**src/rtl/bbpd_vote_acc.sv**
```systemverilog
// Multi-lane bang-bang phase detector with signed vote accumulation.
// Each enabled clock classifies LANES unit intervals as early, late or
// no-transition, sums the net vote, and fires a one-cycle up/down request
// when the accumulator reaches +/-THRESH. A transition-density watchdog
// raises no_trans after IDLE_MAX transition-free cycles and flushes the
// accumulator.
module bbpd_vote_acc #(
    parameter int LANES    = 4,
    parameter int ACC_W    = 8,
    parameter int THRESH   = 16,
    parameter int IDLE_MAX = 64
) (
    input  logic                    clk,
    input  logic                    rst,
    input  logic                    en,
    input  logic [LANES-1:0]        data_s,
    input  logic [LANES-1:0]        edge_s,
    output logic                    up,
    output logic                    down,
    output logic                    no_trans,
    output logic signed [ACC_W-1:0] acc
);

    localparam int CW = $clog2(LANES + 1);
    localparam int IW = $clog2(IDLE_MAX + 1);

    localparam logic signed [ACC_W-1:0] THR_POS = ACC_W'(THRESH);
    localparam logic signed [ACC_W-1:0] THR_NEG = -THR_POS;
    localparam logic [IW-1:0]           IDLE_LIM = IW'(IDLE_MAX);

    // Last centre bit of the previous enabled cycle, used by lane 0
    logic prevBit_q;

    // Stage-1 registers
    logic [CW-1:0] nUp_q;
    logic [CW-1:0] nDn_q;
    logic          s1Trans_q;
    logic          s1En_q;

    // Stage-2 registers
    logic signed [ACC_W-1:0] acc_q;
    logic                    up_q;
    logic                    down_q;
    logic                    noTrans_q;
    logic [IW-1:0]           idleCnt_q;

    // Combinational lane classification results
    logic [LANES-1:0] prevVec;
    logic [CW-1:0]    nUp_d;
    logic [CW-1:0]    nDn_d;
    logic             anyTrans_d;

    // Stage-2 next-state values
    logic signed [ACC_W-1:0] upExt;
    logic signed [ACC_W-1:0] dnExt;
    logic signed [ACC_W-1:0] sum;
    logic [IW-1:0]           idleCnt_d;
    logic                    flush;
    logic signed [ACC_W-1:0] acc_d;
    logic                    up_d;
    logic                    down_d;

    // Build the "previous centre bit" seen by each lane
    always_comb begin
        prevVec    = '0;
        prevVec[0] = prevBit_q;
        for (int i = 1; i < LANES; i++) begin
            prevVec[i] = data_s[i-1];
        end
    end

    // Count late and early votes; a lane votes only when its centre bit differs from the previous one
    always_comb begin
        nUp_d      = '0;
        nDn_d      = '0;
        anyTrans_d = 1'b0;
        for (int i = 0; i < LANES; i++) begin
            if (prevVec[i] != data_s[i]) begin
                anyTrans_d = 1'b1;
                if (edge_s[i] == data_s[i]) begin
                    nUp_d = nUp_d + CW'(1);
                end else begin
                    nDn_d = nDn_d + CW'(1);
                end
            end
        end
    end

    // Stage 1: register vote counts and transition flag, gated by the enable
    always_ff @(posedge clk or posedge rst) begin
        if (rst) begin
            prevBit_q <= 1'b0;
            nUp_q     <= '0;
            nDn_q     <= '0;
            s1Trans_q <= 1'b0;
            s1En_q    <= 1'b0;
        end else begin
            if (en) begin
                prevBit_q <= data_s[LANES-1];
            end
            nUp_q     <= en ? nUp_d : '0;
            nDn_q     <= en ? nDn_d : '0;
            s1Trans_q <= en & anyTrans_d;
            s1En_q    <= en;
        end
    end

    // Watchdog next count: clear on any transition, count transition-free enabled cycles up to the limit
    always_comb begin
        idleCnt_d = idleCnt_q;
        if (s1Trans_q) begin
            idleCnt_d = '0;
        end else if (s1En_q && (idleCnt_q < IDLE_LIM)) begin
            idleCnt_d = idleCnt_q + IW'(1);
        end
        flush = (idleCnt_d == IDLE_LIM) && (idleCnt_q != IDLE_LIM);
    end

    // Accumulate the net vote; a flush overrides the fire decision, and a fire restarts from zero
    always_comb begin
        upExt  = ACC_W'(nUp_q);
        dnExt  = ACC_W'(nDn_q);
        sum    = acc_q + upExt - dnExt;
        acc_d  = sum;
        up_d   = 1'b0;
        down_d = 1'b0;
        if (flush) begin
            acc_d = '0;
        end else if (sum >= THR_POS) begin
            acc_d = '0;
            up_d  = 1'b1;
        end else if (sum <= THR_NEG) begin
            acc_d  = '0;
            down_d = 1'b1;
        end
    end

    // Stage 2: accumulator, request pulses and starvation flag
    always_ff @(posedge clk or posedge rst) begin
        if (rst) begin
            acc_q     <= '0;
            up_q      <= 1'b0;
            down_q    <= 1'b0;
            noTrans_q <= 1'b0;
            idleCnt_q <= '0;
        end else begin
            acc_q     <= acc_d;
            up_q      <= up_d;
            down_q    <= down_d;
            noTrans_q <= (idleCnt_d == IDLE_LIM);
            idleCnt_q <= idleCnt_d;
        end
    end

    assign acc      = acc_q;
    assign up       = up_q;
    assign down     = down_q;
    assign no_trans = noTrans_q;

endmodule

```
**config.mk**
```make
export PLATFORM = sky130hd
export DESIGN_NAME = bbpd_vote_acc
export DESIGN_NICKNAME = d
export VERILOG_FILES = /design/src/rtl/bbpd_vote_acc.sv
export SDC_FILE = /design/constraint.sdc
export NUM_CORES = 1
export LEC_CHECK = 0
export CORE_ASPECT_RATIO = 0.7
export CORE_MARGIN = 5
export CORE_UTILIZATION = 40
export DETAILED_ROUTE_END_ITERATION = 10
export GPL_TIMING_DRIVEN = 1
export PLACE_DENSITY = 0.64
export REMOVE_ABC_BUFFERS = 1
export SETUP_SLACK_MARGIN = 0.4
export SYNTH_ARGS = -nofsm -noshare
export SYNTH_HDL_FRONTEND = slang
export SYNTH_SLANG_ARGS = --single-unit
```
**constraint.sdc**
```tcl
create_clock -name clk -period 2.9 [get_ports clk]
set_input_delay 0.58 -clock clk [delete_from_list [all_inputs] [get_ports clk]]
set_output_delay 0.58 -clock clk [all_outputs]
set_load 0.03 [all_outputs]
```
======== Word level (Yosys, flattened, before mapping) ========
Cells that the tools add are included.
storage, ports and cells
  memory bits (read-only) ................. 0
  register bits after elaboration ......... 27
  memories kept ........................... 0
  RAM bits ................................ 0
  logic and storage cells ................. 67
  latch bits .............................. 0
  output and inout bits ................... 11
  input port bits ......................... 11
operators by class
  reduce and logical (&&, ||, !) cells .... 2
  equality and inequality tests ........... 10
  order comparisons ....................... 3
  div/mod/pow operators ................... 0
  shift-type cells ........................ 0
  bitwise gates (word level) .............. 1
  $mul .................................... 0
  $add $sub $neg .......................... 9
  multiplexer cells ....................... 32
operator list
  kind                   count
  $mux W3                14
  $mux W8                3
  $add A3 B1 Y3 const B  6
  $mux W7                2
  $mux W1                13
  $add A8 B4 Y8          1
  $ge A8 B6 Y1 const B   1
  $le A8 B5 Y1 const B   1
  $sub A8 B4 Y8          1
  $add A7 B1 Y7 const B  1
  $eq A7 B7 Y1 const B   1
  $lt A7 B7 Y1 const B   1
  $ne A7 B7 Y1 const B   1
  $eq A1 B1 Y1           4
  $ne A1 B1 Y1           4
  $logic_and A1 B1 Y1    2
  $and A1 B1 Y1          1

======== Logic depth before layout (Yosys ltp) ========
Gate-level depths: netlist (run 1).
  depth in word-level cells ............... 13
  gate-level depth with buffers ........... 12
  gate-level depth less buffers ........... 12

======== Worst setup path after synthesis (run 1) ========
No wires, ideal clock.
  path kind ............................... register -> register
  from .................................... register acc_q[2], in the netlist acc[2]
  to ...................................... register acc_q[0], in the netlist acc[0]
  cell stages (with the launch flop) ...... 11
  clock period less this slack ............ 2.904 ns
  buffers on the path ..................... 0
  required time ........................... 2.819 ns
  arrival time ............................ 2.823 ns
  setup slack ............................. -0.004 ns
  library setup time ...................... 0.081 ns
  cell sequence ........................... dfrtp_1 inv_1 fa_1 inv_1 ha_1 nor2b_4 o311a_1 a211oi_4 and3_2 mux2i_4 nor3b_2
on the way
  word-level cells in the longest chain between the ends .. 6
  elaborated cells on any way between the ends .. 7
  those cells by class .................... add/sub (2); order compare (2); mux (3)
RTL lines
  element                   RTL line  source
  start: declaration        41        logic signed [ACC_W-1:0] acc_q;
  start signal: assignment  141       acc_q <= '0;
  start signal: assignment  147       acc_q <= acc_d;
  $add A8 B4 Y8 *           123       sum = acc_q + upExt - dnExt;
  $sub A8 B4 Y8 *           123
  $le A8 B5 Y1              132       end else if (sum <= THR_NEG) begin
  $mux W8                   132
  $mux W8 *                 129       end else if (sum >= THR_POS) begin
  $mux W8 *                 127       if (flush) begin
  named net acc_d[0]        59        logic signed [ACC_W-1:0] acc_d;
The timed path passes the listed nets; every way through them passes the cells marked *.
A chain may end at the register's enable or synchronous reset.

======== Worst setup path in the final report (run 1) ========
  from .................................... register acc_q[1], in the netlist acc[1]
  to ...................................... register acc_q[3], in the netlist acc[3]
Same word-level chain as after synthesis.

==> flow_metrics.tcl, run 1 <==
set metrics [dict create \
    drt-initial-drc-count 37 \
    cts-buffers-inserted 3 \
    crit_path_cell_trace "inv_2, fa_1, fa_2, nor2b_4, o311a_1, a211oi_4, a2111oi_4, mux2i_4, nor3_2" \
    vias 1571 \
    fill_cells 443 \
    overflow 0 \
    min_period_ps 2730 \
    clk_pin_slew_ps 90 \
    drv_cap 0 \
    cell_internal_pwr_uw 1750 \
    synth_top_area_frac 0.336 \
    worstSkewPairLatency_ps 270 \
    seq_power_share 0.165 \
    rsz0062_at_grt "true" \
    start_util 0.416 \
    drv_slew 0 \
    grt_util_all_layers 0.132 \
    max_freq_ghz 0.366 \
    nets 284 \
    yosysSeqAreaShare 0.336 \
    clockPowerShare 0.071 \
    clockBufferDepth 2 \
    worstPathRequired_ps 3090 \
    synth_edf_count 0 \
    drive_above_1_share 0.356 \
    grt_max_degree 28 \
    synth_top_family_by_area "simple AND/OR/NAND/NOR gates" \
    syn2layout_area_growth_pct 37.7 \
    synth_compound_area_frac 0.133 \
    dieArea_mm2 0.00656 \
    cp-start-kind "flop" \
    synthCells 201 \
    dr.pass1.iters 4 \
    dieWidth_um 94.7 \
    drc_errors 0 \
    ant_nets 0 \
    synthFlopType "dfrtp_1" \
    ir_drop_v 0.000561 \
    async_flop_share 1.00 \
    finalWeightedCongestion 0.765 \
    p_sw_frac 0.416 \
    yosys.area.top_type "dfrtp_1" \
    routed_via_density 4.88 \
    wl_per_cell_um 12.4 \
    pwr-share-comb 0.764 \
    cts.sinks 27 \
    fin_crit_sh 0.941 \
    first_global_vias 1549 \
    crit_slowest_cell "fa_1" \
    final.setup.worst_slack_ps 171 \
    cp_slowest_stage_delay_ps 510 \
    synthTopCellsByArea "dfrtp_1, ha_1, inv_1, xor2_1, xnor2_1" \
    power_density_mw_per_mm2 1080 \
    cp_num_buf_inv 1 \
    synth_warnings 0 \
    yosys.area_share.simple 0.201 \
    antenna_cells 0 \
    fin_setup_tns_ps 0 \
    dpl.hpwl_mm 3.02 \
    crit_type "reg -> reg" \
    crit_path_end_kind "flop" \
    final_util 0.572 \
    drt-total-wl_mm 3.99 \
    postCtsHoldBufs 0 \
    rows 21 \
    holdCritPathClass "reg -> reg" \
    tightestPinTransition_ps 644 \
    die_y_um 69.3 \
    tritoncts "done" \
    arrival_ps 2920 \
    pre_cts_slack_ps -452 \
    yosysMostFrequentCell "dfrtp_1" \
    cts_max_level 1 \
    coreArea_mm2 0.00483 \
    ys_ff_latch 27 \
    netlist_area_mm2 0.00201 \
    synth.distinct_cells 50 \
    switching_power_uw 1250 \
    grt_pass1_wl_mm 7.15 \
    synthAdderAreaFrac 0.130 \
    path_max_fanout 8 \
    io_buffers 21 \
    synthXorXnorAreaFrac 0.0778 \
    synth_commonest_cells "dfrtp_1, inv_1, ha_1" \
    io_pins 22 \
    setup_viol 0 \
    outcome "finished clean" \
    cts_root_buffer "clkbuf_8" \
    antenna_found_initial 0 \
    hold_viol_final 0 \
    synth_area_per_cell_um2 10.0 \
    fin_skew_ps 3.28 \
    leakage_uw 0.00122 \
    path_delay_family "adder cells" \
    synthMuxAreaShare 0.0641 \
    slew_headroom 0.565 \
]
-- power by group through the flow --
stage	Clock (uW)	Sequential, uW	Combinational [uW]
2_1_floorplan	0	582	1240
3_3_place_gp	0	500	1730
3_5_place_dp	0	500	1750
4_1_cts	222	496	2180
5_1_grt	234	503	2500
6_report	213	495	2290
-- kinds of logic (layout without fill, tap and decap cells) --
logic type | Yosys count | count (layout)
flops | 27 | 27
compound gates | 29 | 29
fa+ha+maj | 19 | 19
simple gates | 69 | 69
buf+inv | 29 | 81
xor+xnor | 17 | 17
mux | 11 | 11
-- worst paths after layout --
kind                                      from                      to  slack [ps]  cells past startpoint
setup / recovery              acc[1]$_DFF_PP0_        acc[3]$_DFF_PP0_         170                      9
hold / removal             s1Trans_q$_DFF_PP0_  idleCnt_q[0]$_DFF_PP0_         590                      1
setup reg to reg              acc[1]$_DFF_PP0_        acc[3]$_DFF_PP0_         170                      9
hold reg to reg            s1Trans_q$_DFF_PP0_  idleCnt_q[0]$_DFF_PP0_         590                      1
max in group asynchronous                  rst   prevBit_q$_DFFE_PP0P_        1970                      3
min in group asynchronous                  rst   prevBit_q$_DFFE_PP0P_         660                      3
-- sequential cells by signal, summed over array words and instances (netlist names) --
signal     flops
up             1
idleCnt_q      7
nDn_q          3
nUp_q          3
acc            8
no_trans       1
prevBit_q      1
s1Trans_q      1
s1En_q         1
down           1
-- layout make-up --
cell class                 instances  area [um2]  share of cell area
inverter                          26        97.6              0.0353
sequential                        27         677               0.245
clock buffer                       4        45.0              0.0163
tap                               69        86.3              0.0312
timing repair buffer              51         433               0.156
multi-input combinational        145        1430               0.516
-- stage by stage --
| stage | hold WS [ps] | power (uW) | instances | cell area, um2 |
|---|---|---|---|---|
| after floorplan | 492 | 1820 | 198 | 1990 |
| after global placement | 578 | 2230 | 305 | 2410 |
| after detailed placement | 572 | 2250 | 305 | 2410 |
| after CTS | 588 | 2900 | 317 | 2670 |
| after global routing | 599 | 3240 | 322 | 2770 |
| final | 586 | 3000 | 322 | 2770 |
-- routing by layer --
layer  vias up  routed length (um)  global-route usage
li1        793                   -                   -
met1       753                1910               0.182
met2        20                1940               0.216
met3         5                  96              0.0239
met4         0                  38              0.0288
met5         -                   0                   0
-- cell usage in the layout (no fill, tap or decap), types with 4 or more instances in the layout --
cell type / synthesis / routed
a21oi_1: 8 / 7
mux2_4: 0 / 4
nor3_1: 9 / 5
ha_4: 0 / 6
xor2_1: 9 / 7
inv_2: 0 / 6
xnor2_1: 7 / 6
nor3_2: 0 / 4
nor2_1: 15 / 13
inv_1: 26 / 20
clkdlybuf4s50_1: 0 / 17
and2_1: 6 / 6
buf_4: 0 / 27
nand2b_1: 7 / 5
dfrtp_1: 27 / 26
nand2_1: 7 / 7
ha_1: 16 / 9
-- timing repair --
action                                  4_1_cts  5_1_grt
hold endpoints to repair                      0        0
resized for setup                            40       19
pin swaps                                    22       10
setup buffers                                 8        5
endpoints found under the setup margin       15       14
No activity file was read; power rests on OpenSTA's default activity.
==> inputs of run 2 (changes only) <==
--- a/config.mk
+++ b/config.mk
@@ -8,6 +8,7 @@
 export CORE_ASPECT_RATIO = 0.7
 export CORE_MARGIN = 5
 export CORE_UTILIZATION = 40
+export CTS_CLUSTER_SIZE = 40
 export DETAILED_ROUTE_END_ITERATION = 10
 export GPL_TIMING_DRIVEN = 1
 export PLACE_DENSITY = 0.64
==> results of run 2 <==
Same layout as run 1: the final DEF is identical, and so are final timing and power.
==> inputs of run 3 (changes only) <==
--- a/config.mk
+++ b/config.mk
@@ -5,6 +5,7 @@
 export SDC_FILE = /design/constraint.sdc
 export NUM_CORES = 1
 export LEC_CHECK = 0
+export ABC_AREA = 0
 export CORE_ASPECT_RATIO = 0.7
 export CORE_MARGIN = 5
 export CORE_UTILIZATION = 40
@@ -14,6 +15,7 @@
 export PLACE_DENSITY = 0.64
 export REMOVE_ABC_BUFFERS = 1
 export SETUP_SLACK_MARGIN = 0.4
+export SKIP_LAST_GASP = 1
 export SYNTH_ARGS = -nofsm -noshare
 export SYNTH_HDL_FRONTEND = slang
 export SYNTH_SLANG_ARGS = --single-unit
==> results of run 3 <==
Same layout as run 1: the final DEF is identical, and so are final timing and power.
